$ cat config.mk
export PLATFORM = sky130hd
export DESIGN_NAME = fft_band_receiver
export DESIGN_NICKNAME = d
export VERILOG_FILES = /design/src/rtl/fft_pkg.sv /design/src/rtl/cplx_mag_abs.sv /design/src/rtl/fft_band_receiver.sv
export SDC_FILE = /design/constraint.sdc
export NUM_CORES = 2
export LEC_CHECK = 0
export ABC_AREA = 0
export BUFFER_PORTS_ARGS = -buffer_cell sky130_fd_sc_hd__buf_2
export CORE_MARGIN = 2
export CORE_UTILIZATION = 55
export DETAILED_ROUTE_END_ITERATION = 8
export PLACE_DENSITY = 0.76
export SLEW_MARGIN = 20
export SYNTH_ARGS = -nofsm -noshare
export SYNTH_HDL_FRONTEND = slang
export SYNTH_HIERARCHICAL = 1
export SYNTH_SLANG_ARGS = --single-unit
$ cat constraint.sdc
create_clock -name i_clk -period 31.8 [get_ports i_clk]
set_input_delay 6.36 -clock i_clk [delete_from_list [all_inputs] [get_ports i_clk]]
set_output_delay 6.36 -clock i_clk [all_outputs]
set_load 0.01 [all_outputs]
$ cat src/rtl/fft_pkg.sv
// fft_pkg: shared FFT source-beat layout, default frame length and receiver state encoding.
package fft_pkg;
    localparam int REAL_MSB      = 41;
    localparam int REAL_LSB      = 26;
    localparam int IMAG_MSB      = 25;
    localparam int IMAG_LSB      = 10;
    localparam int DEF_FRAME_LEN = 512;
    typedef enum logic [1:0] {S_IDLE, S_RECV, S_DRAIN} rx_state_e;
endpackage

$ cat src/rtl/cplx_mag_abs.sv
// cplx_mag_abs: |re|+|im| of a signed complex sample, exact over the full input range.
module cplx_mag_abs (
    input  logic signed [15:0] re_i,
    input  logic signed [15:0] im_i,
    output logic        [16:0] mag_o
);
    logic [16:0] re_x, im_x;
    always_comb begin
        re_x  = {re_i[15], re_i};
        im_x  = {im_i[15], im_i};
        mag_o = (re_i[15] ? -re_x : re_x) + (im_i[15] ? -im_x : im_x);
    end
endmodule

$ cat src/rtl/fft_band_receiver.sv
// fft_band_receiver: Avalon-ST sink for FFT frames; sums |re|+|im| of the
// lower-half bins into bands and publishes them once per well-formed frame.
module fft_band_receiver
    import fft_pkg::*;
#(
    parameter int FRAME_LEN     = DEF_FRAME_LEN,
    parameter int NUM_BANDS     = 16,
    parameter int BINS_PER_BAND = 16,
    parameter int OUT_SHIFT     = 5
) (
    input  logic                       i_clk,
    input  logic                       i_rst,
    input  logic                       i_valid,
    output logic                       o_ready,
    input  logic                       i_sop,
    input  logic                       i_eop,
    input  logic [41:0]                i_data,
    output logic [NUM_BANDS-1:0][15:0] o_bands,
    output logic                       o_frame_done,
    output logic                       o_frame_err
);
    localparam int CW = $clog2(FRAME_LEN);
    localparam int SW = $clog2(BINS_PER_BAND);
    localparam int BW = $clog2(NUM_BANDS);
    localparam int AW = 21;

    rx_state_e                  state_q;
    logic [CW-1:0]              count_q;
    logic                       drain_q;
    logic                       s1_valid_q;
    logic [16:0]                s1_mag_q;
    logic [BW-1:0]              s1_band_q;
    logic [AW-1:0]              acc_q [NUM_BANDS];
    logic [NUM_BANDS-1:0][15:0] bands_q;
    logic                       done_q, err_q;
    logic                       accept, last_bin, lo_half, unused_ok;
    logic [16:0]                mag;

    cplx_mag_abs u_mag (
        .re_i (i_data[REAL_MSB:REAL_LSB]),
        .im_i (i_data[IMAG_MSB:IMAG_LSB]),
        .mag_o(mag)
    );

    assign o_ready      = state_q != S_DRAIN;
    assign accept       = i_valid && o_ready;
    assign last_bin     = count_q == CW'(FRAME_LEN - 1);
    assign lo_half      = (count_q >> (SW + BW)) == '0;
    assign unused_ok    = ^i_data[IMAG_LSB-1:0];
    assign o_bands      = bands_q;
    assign o_frame_done = done_q;
    assign o_frame_err  = err_q;

    // Stage 1 keeps the band index of the bin; s1_valid_q is cleared for mirror bins.
    always_ff @(posedge i_clk or posedge i_rst) begin
        if (i_rst) begin
            state_q    <= S_IDLE;
            count_q    <= '0;
            drain_q    <= 1'b0;
            s1_valid_q <= 1'b0;
            s1_mag_q   <= '0;
            s1_band_q  <= '0;
            bands_q    <= '0;
            done_q     <= 1'b0;
            err_q      <= 1'b0;
            for (int k = 0; k < NUM_BANDS; k++) acc_q[k] <= '0;
        end else begin
            done_q     <= 1'b0;
            err_q      <= 1'b0;
            s1_valid_q <= 1'b0;
            s1_mag_q   <= mag;
            if (s1_valid_q) acc_q[s1_band_q] <= acc_q[s1_band_q] + AW'(s1_mag_q);
            case (state_q)
                S_IDLE: if (accept && i_sop) begin
                    s1_valid_q <= 1'b1;
                    s1_band_q  <= '0;
                    count_q    <= CW'(1);
                    state_q    <= S_RECV;
                end
                S_RECV: if (accept) begin
                    if (i_sop) begin
                        // Restart overrides stage 1, so no bin of the dropped frame lands after the clear.
                        err_q      <= 1'b1;
                        s1_valid_q <= 1'b1;
                        s1_band_q  <= '0;
                        count_q    <= CW'(1);
                        for (int k = 0; k < NUM_BANDS; k++) acc_q[k] <= '0;
                    end else if (i_eop ^ last_bin) begin
                        err_q   <= 1'b1;
                        count_q <= '0;
                        state_q <= S_IDLE;
                        for (int k = 0; k < NUM_BANDS; k++) acc_q[k] <= '0;
                    end else begin
                        s1_valid_q <= lo_half;
                        s1_band_q  <= count_q[SW +: BW];
                        count_q    <= count_q + CW'(1);
                        if (i_eop) state_q <= S_DRAIN;
                    end
                end
                S_DRAIN: begin
                    drain_q <= !drain_q;
                    if (drain_q) begin
                        done_q  <= 1'b1;
                        count_q <= '0;
                        state_q <= S_IDLE;
                        for (int k = 0; k < NUM_BANDS; k++) begin
                            bands_q[k] <= 16'(acc_q[k] >> OUT_SHIFT);
                            acc_q[k]   <= '0;
                        end
                    end
                end
                default: state_q <= S_IDLE;
            endcase
        end
    end
endmodule
Yosys cells after proc, flatten, opt, wreduce, memory -nomap -nowiden
Cells that the tools add are included.

storage, ports and cells
  word-level logic and storage cells = 114
  output and inout bits = 259
  bits in registers = 628

operators by class
  reduce and logical (&&, ||, !) cells = 12
  bitwise operators = 2
  equality and inequality tests = 10
  muxes and demuxes = 43
  order comparisons = 2
  add/subtract/negate cells = 5

operator list
  cell                                                            count
  336-bit two-way mux                                             5
  336-bit case mux with 2 select lines                            1
  336-bit bitwise mux                                             1
  21-bit binary-select mux with 4-bit select                      1
  21-bit demux with 4-bit select                                  1
  21-bit two-way mux                                              3
  9-bit two-way mux                                               5
  17-bit two-way mux                                              2
  17-bit negator                                                  2
  9-bit case mux with 3 select lines                              1
  21-bit by 17-bit adder with 21-bit output                       1
  17-bit adder                                                    1
  4-bit two-way mux                                               4
  2-bit two-way mux                                               6
  1-bit two-way mux                                               10
  2-bit inequality test (second input constant)                   5
  9-bit by 1-bit adder with 9-bit output (second input constant)  1
  9-bit equality test (second input constant)                     1
  9-bit zero test                                                 1
  4-bit case mux with 2 select lines                              1
  4-bit AND reduction                                             2
  3-bit inequality test (second input constant)                   2
  2-bit case mux with 3 select lines                              1
  5-bit >= comparator (second input constant)                     1
  other kinds (13)                                                15

Longest topological paths before layout
  word-level depth = 11
  mapped depth = 18

By module
The synthesis kept the hierarchy.

modules (own cells, without submodules)
  module             cells an instance  area each (um^2)  instances
  fft_band_receiver  2352               27689.1           1
  cplx_mag_abs       212                1481.4            1

Least setup slack after synthesis
OpenSTA, ideal clock, no wires.

  kind = input port to flip-flop
  start = input port i_data[14]
  end = register s1_mag_q[15]
  path buffers = 0
  slack = 22900 ps
  arrival time = 8779 ps
  library setup time = 120 ps
  cell stages on the path = 11
  cell sequence = or3_1 -> nor2_1 -> nand3_1 -> o41ai_1 -> xnor2_1 -> ha_1 -> a21oi_1 -> o21ai_0 -> nor2_1 -> or4b_1 -> o211a_1

between the ends
  word-level cells in the longest chain between the ends = 3

ends and longest elaborated chain
  what                    line                     source
  start, declared         fft_band_receiver.sv:17  input logic [41:0] i_data,
  17-bit negator          cplx_mag_abs.sv:11       mag_o = (re_i[15] ? -re_x : re_x) + (im_i[15] ? -im_x : im_x);
  17-bit two-way mux (*)  cplx_mag_abs.sv:11
  17-bit adder (*)        cplx_mag_abs.sv:11
  net mag[15]             fft_band_receiver.sv:37  logic [16:0] mag;
  end signal, assigned    fft_band_receiver.sv:71  s1_mag_q <= mag;
  end, declared           fft_band_receiver.sv:31  logic [16:0] s1_mag_q;

Mark *: on every way through the listed nets, which the timed path passes. The rest lies on a longest branch.
A chain may end at the register's enable or synchronous reset.

Final worst setup path
  start = input port i_eop
  end = register acc_q[152] (netlist name)

between the ends
  word-level cells in the longest chain between the ends = 5

ends and longest elaborated chain
  what                                  line                     source
  start, declared                       fft_band_receiver.sv:16  input logic i_eop,
  1-bit XOR                             fft_band_receiver.sv:88  end else if (i_eop ^ last_bin) begin
  336-bit two-way mux                   fft_band_receiver.sv:88
  336-bit two-way mux                   fft_band_receiver.sv:81  if (i_sop) begin
  336-bit two-way mux                   fft_band_receiver.sv:80  S_RECV: if (accept) begin
  336-bit case mux with 2 select lines  fft_band_receiver.sv:73  case (state_q)
  end signal, assigned by index         fft_band_receiver.sv:72  if (s1_valid_q) acc_q[s1_band_q] <= acc_q[s1_band_q] + AW'(s1_mag_q);
  end, declared                         fft_band_receiver.sv:33  logic [AW-1:0] acc_q [NUM_BANDS];

Every way passes these cells.

==> metrics <==
DRT iter0 DRCs=2,547; Yosys top cell area share=53.9%; final hold violation count=0; Chip Width=234 um; routability congestion estimate=0.936; total gr overflow=0; Sum Neg Setup Slack=0 ns; initial antenna violation count=3; cts repair resizes=0; relative slew slack=21.1%; Core Box Area=52,600 um2; crit path cell chain=buf_2, inv_1, ha_1, o21ai_0, nand2_1, and3_4, buf_4, buf_4, nor2_1; Top delay family on crit path=buffers and inverters; crit start category=primary input; leading area contributor after synthesis=dfrtp_1; VDD IR max=0.0586 mV; Worst Max-Slew Pin Slew=1.18 ns; vias post-DR=22,300; Period minus WS final=9.31 ns; Post-DRT Antenna Nets=0; Syn Area/Cell=11.4 um2; Die ar.=54,900 um2; DRT Wirelength=85,800 um; final net count=2,882; crit path kind=in -> reg; cts hold-fix bufs=0; clk sinks=628; DR WL/cell=24.3 um; design area=33,500 um2; first-pass GRT wire length=130,000 um; initial core utilization=55.5%; HP Class=reg -> reg; pwr dens=71.3 nW/um2; TritonCTS clock tree=built; Tot Pwr=2.39 mW; Num CTS Buffers=66; crit-path max cell delay=0.96 ns; setup slack after layout=22.49 ns; layout cell share with drive strength beyond 1=30.1%; Vias/cell=6.31; Setup Slack @ Placement=22.00 ns; static leakage=16.1 nW; Final period util=29.3%; Setup Skew=0.0229 ns; Worst setup EP type=flop; Post-CTS Setup Bufs=0; Longest Clk Path Bufs=3; insertion delay to the later sink of the worst-skew pair=0.61 ns; Crit path required time=32.22 ns; R2R depth=14; asr flop ratio synth=100%; worst hold path depth=1; final count of negative-setup-slack endpoints=0; PortBufs=295; status=finished, final reports clean; max-cap violations=0; FF+latch count, synth=628; fillers=3,985; CP Buf/Inv Count=4; clk slew on worst S/H paths=0.06 ns; sequential fraction of the synthesis area=53.9%; CTS root buffer=clkbuf_16; Max stage delay cell, worst path=buf_4; Critical Path Most Common Cell=buf_4; RSZ-0062 raised after global routing=false; H-tree depth=3; die height=234 um; Final Max Tran Viols=0; number of flops mapped to enable cells by yosys=0; commonest register cell after synthesis=dfrtp_1; cell area after synthesis=29,200 um2; Detailed Place HPWL=58,800 um; DR DRC count=0; hold_ws=0.499 ns; cell count after synthesis=2,564; largest net degree at the start of global routing=163; TritonRoute pass-1 iters=7; Critical Path AT=9.74 ns; all-layer global routing usage=31.4%; CP max FO=104; Mapped Nets=2,655; IO Count=306; Area after DPL=31,100 um2; Synth cell types=77; Layout area overhead=14.9%; Yosys warning count=6; leading post-synthesis cells by cell area=dfrtp_1 (54%), mux2_2 (9.9%), mux4_2 (7.5%); max frequency=107 MHz; number of global-route vias before repair=21,500; # rows=84; Crit. path cell count=9
## power breakdown
part / switching [mW] / internal [mW]
Sequential: 0.0272 / 0.835
Combinational: 0.517 / 0.180
Clock: 0.326 / 0.505
## metal layers
metal	up-vias	track usage (%)	wire (um)
met5	-	0	0
li1	9571	-	-
met3	202	7.75	9010
met2	1265	46.8	39500
met1	11300	43.5	33200
met4	0	15.1	4130
## final timing paths
kind                                                from                        to  slack (ns)
max in group asynchronous                          i_rst  o_bands[236]$_DFFE_PP0P_       23.40
worst min-delay path             o_bands[23]$_DFFE_PP0P_   o_bands[23]$_DFFE_PP0P_        0.50
worst max-delay path                               i_eop      acc_q[152]$_DFF_PP0_       22.49
worst min register to register   o_bands[23]$_DFFE_PP0P_   o_bands[23]$_DFFE_PP0P_        0.50
min in group asynchronous                          i_rst   o_bands[42]$_DFFE_PP0P_        5.76
worst max register to register  s1_band_q[0]$_DFFE_PP0P_      acc_q[272]$_DFF_PP0_       25.19
## registers in the layout, indices dropped and copies added, names as in the netlist
register	flops
drain_q	1
count_q	9
s1_mag_q	17
s1_valid_q	1
o_bands	256
state_q	2
s1_band_q	4
o_frame_done	1
o_frame_err	1
acc_q	336
## logic make-up after synthesis
logic type	count (synthesis)	synth area share [%]
AO/OA/AOI/OAI	523	10.3
AND/OR/NAND/NOR	738	10.9
buffers and inverters	217	3.35
XOR/XNOR	47	1.46
flip-flops	628	53.9
adder cells (fa/ha/maj)	44	1.94
multiplexers	367	18.2
## cell usage in the layout (no fill, tap or decap), types with 9 or more instances in the layout
cell type  netlist  layout
mux4_2          97      97
a21oi_1        239     239
clkbuf_16        0      68
mux2_2         257     257
or3_1           24      24
nand2_1        422     421
a211oi_1        23      22
nand3_1        124     123
clkinv_2         0      10
buf_2           28     295
nand2b_1        10      10
dfrtp_1        628     626
clkbuf_8         1      16
a21oi_2         12      12
clkbuf_1       119      11
o21ai_0        149     149
ha_1            42      41
bufinv_16        0       9
inv_1           31      30
nor3_1          16      12
o31ai_1         10      10
xnor2_1         37      35
nor2_1         103      99
a31oi_1         34      33
buf_4           15      47
a21o_1          10      10
## cells in the mapped netlist (all sizes together) (7+ instances only)
master and n:
o21ai 152, mux2i 7, nor3 16, o31ai 12, dfrtp 628, a211oi 24
a21o 10, xor2 8, nand3 124, nor2 103, ha 42, nand2b 10
and3 9, a21oi 251, or3 25, a31oi 34, nor2b 7, mux4 103
clkbuf 126, inv 32, xnor2 39, buf 59, nand2 423, mux2 257
## through the flow
stage               instances  util [%]
floorplan                2564         -
global placement         3410      59.2
detailed placement       3410      59.2
CTS                      3530      63.7
global route             3531      63.8
finish                   3532      63.8
## layout make-up
class / count / area (um2) / area share (%)
Antenna cell: 1 / 2.50 / 0.00746
Inverter: 32 / 128 / 0.381
Multi-Input combinational cell: 1719 / 12600 / 37.5
Clock buffer: 95 / 1960 / 5.86
Sequential cell: 628 / 15700 / 46.9
Tap cell: 688 / 861 / 2.57
Timing Repair Buffer: 344 / 1880 / 5.60
Clock inverter: 25 / 390 / 1.16
(Power assumes the default switching activity.)
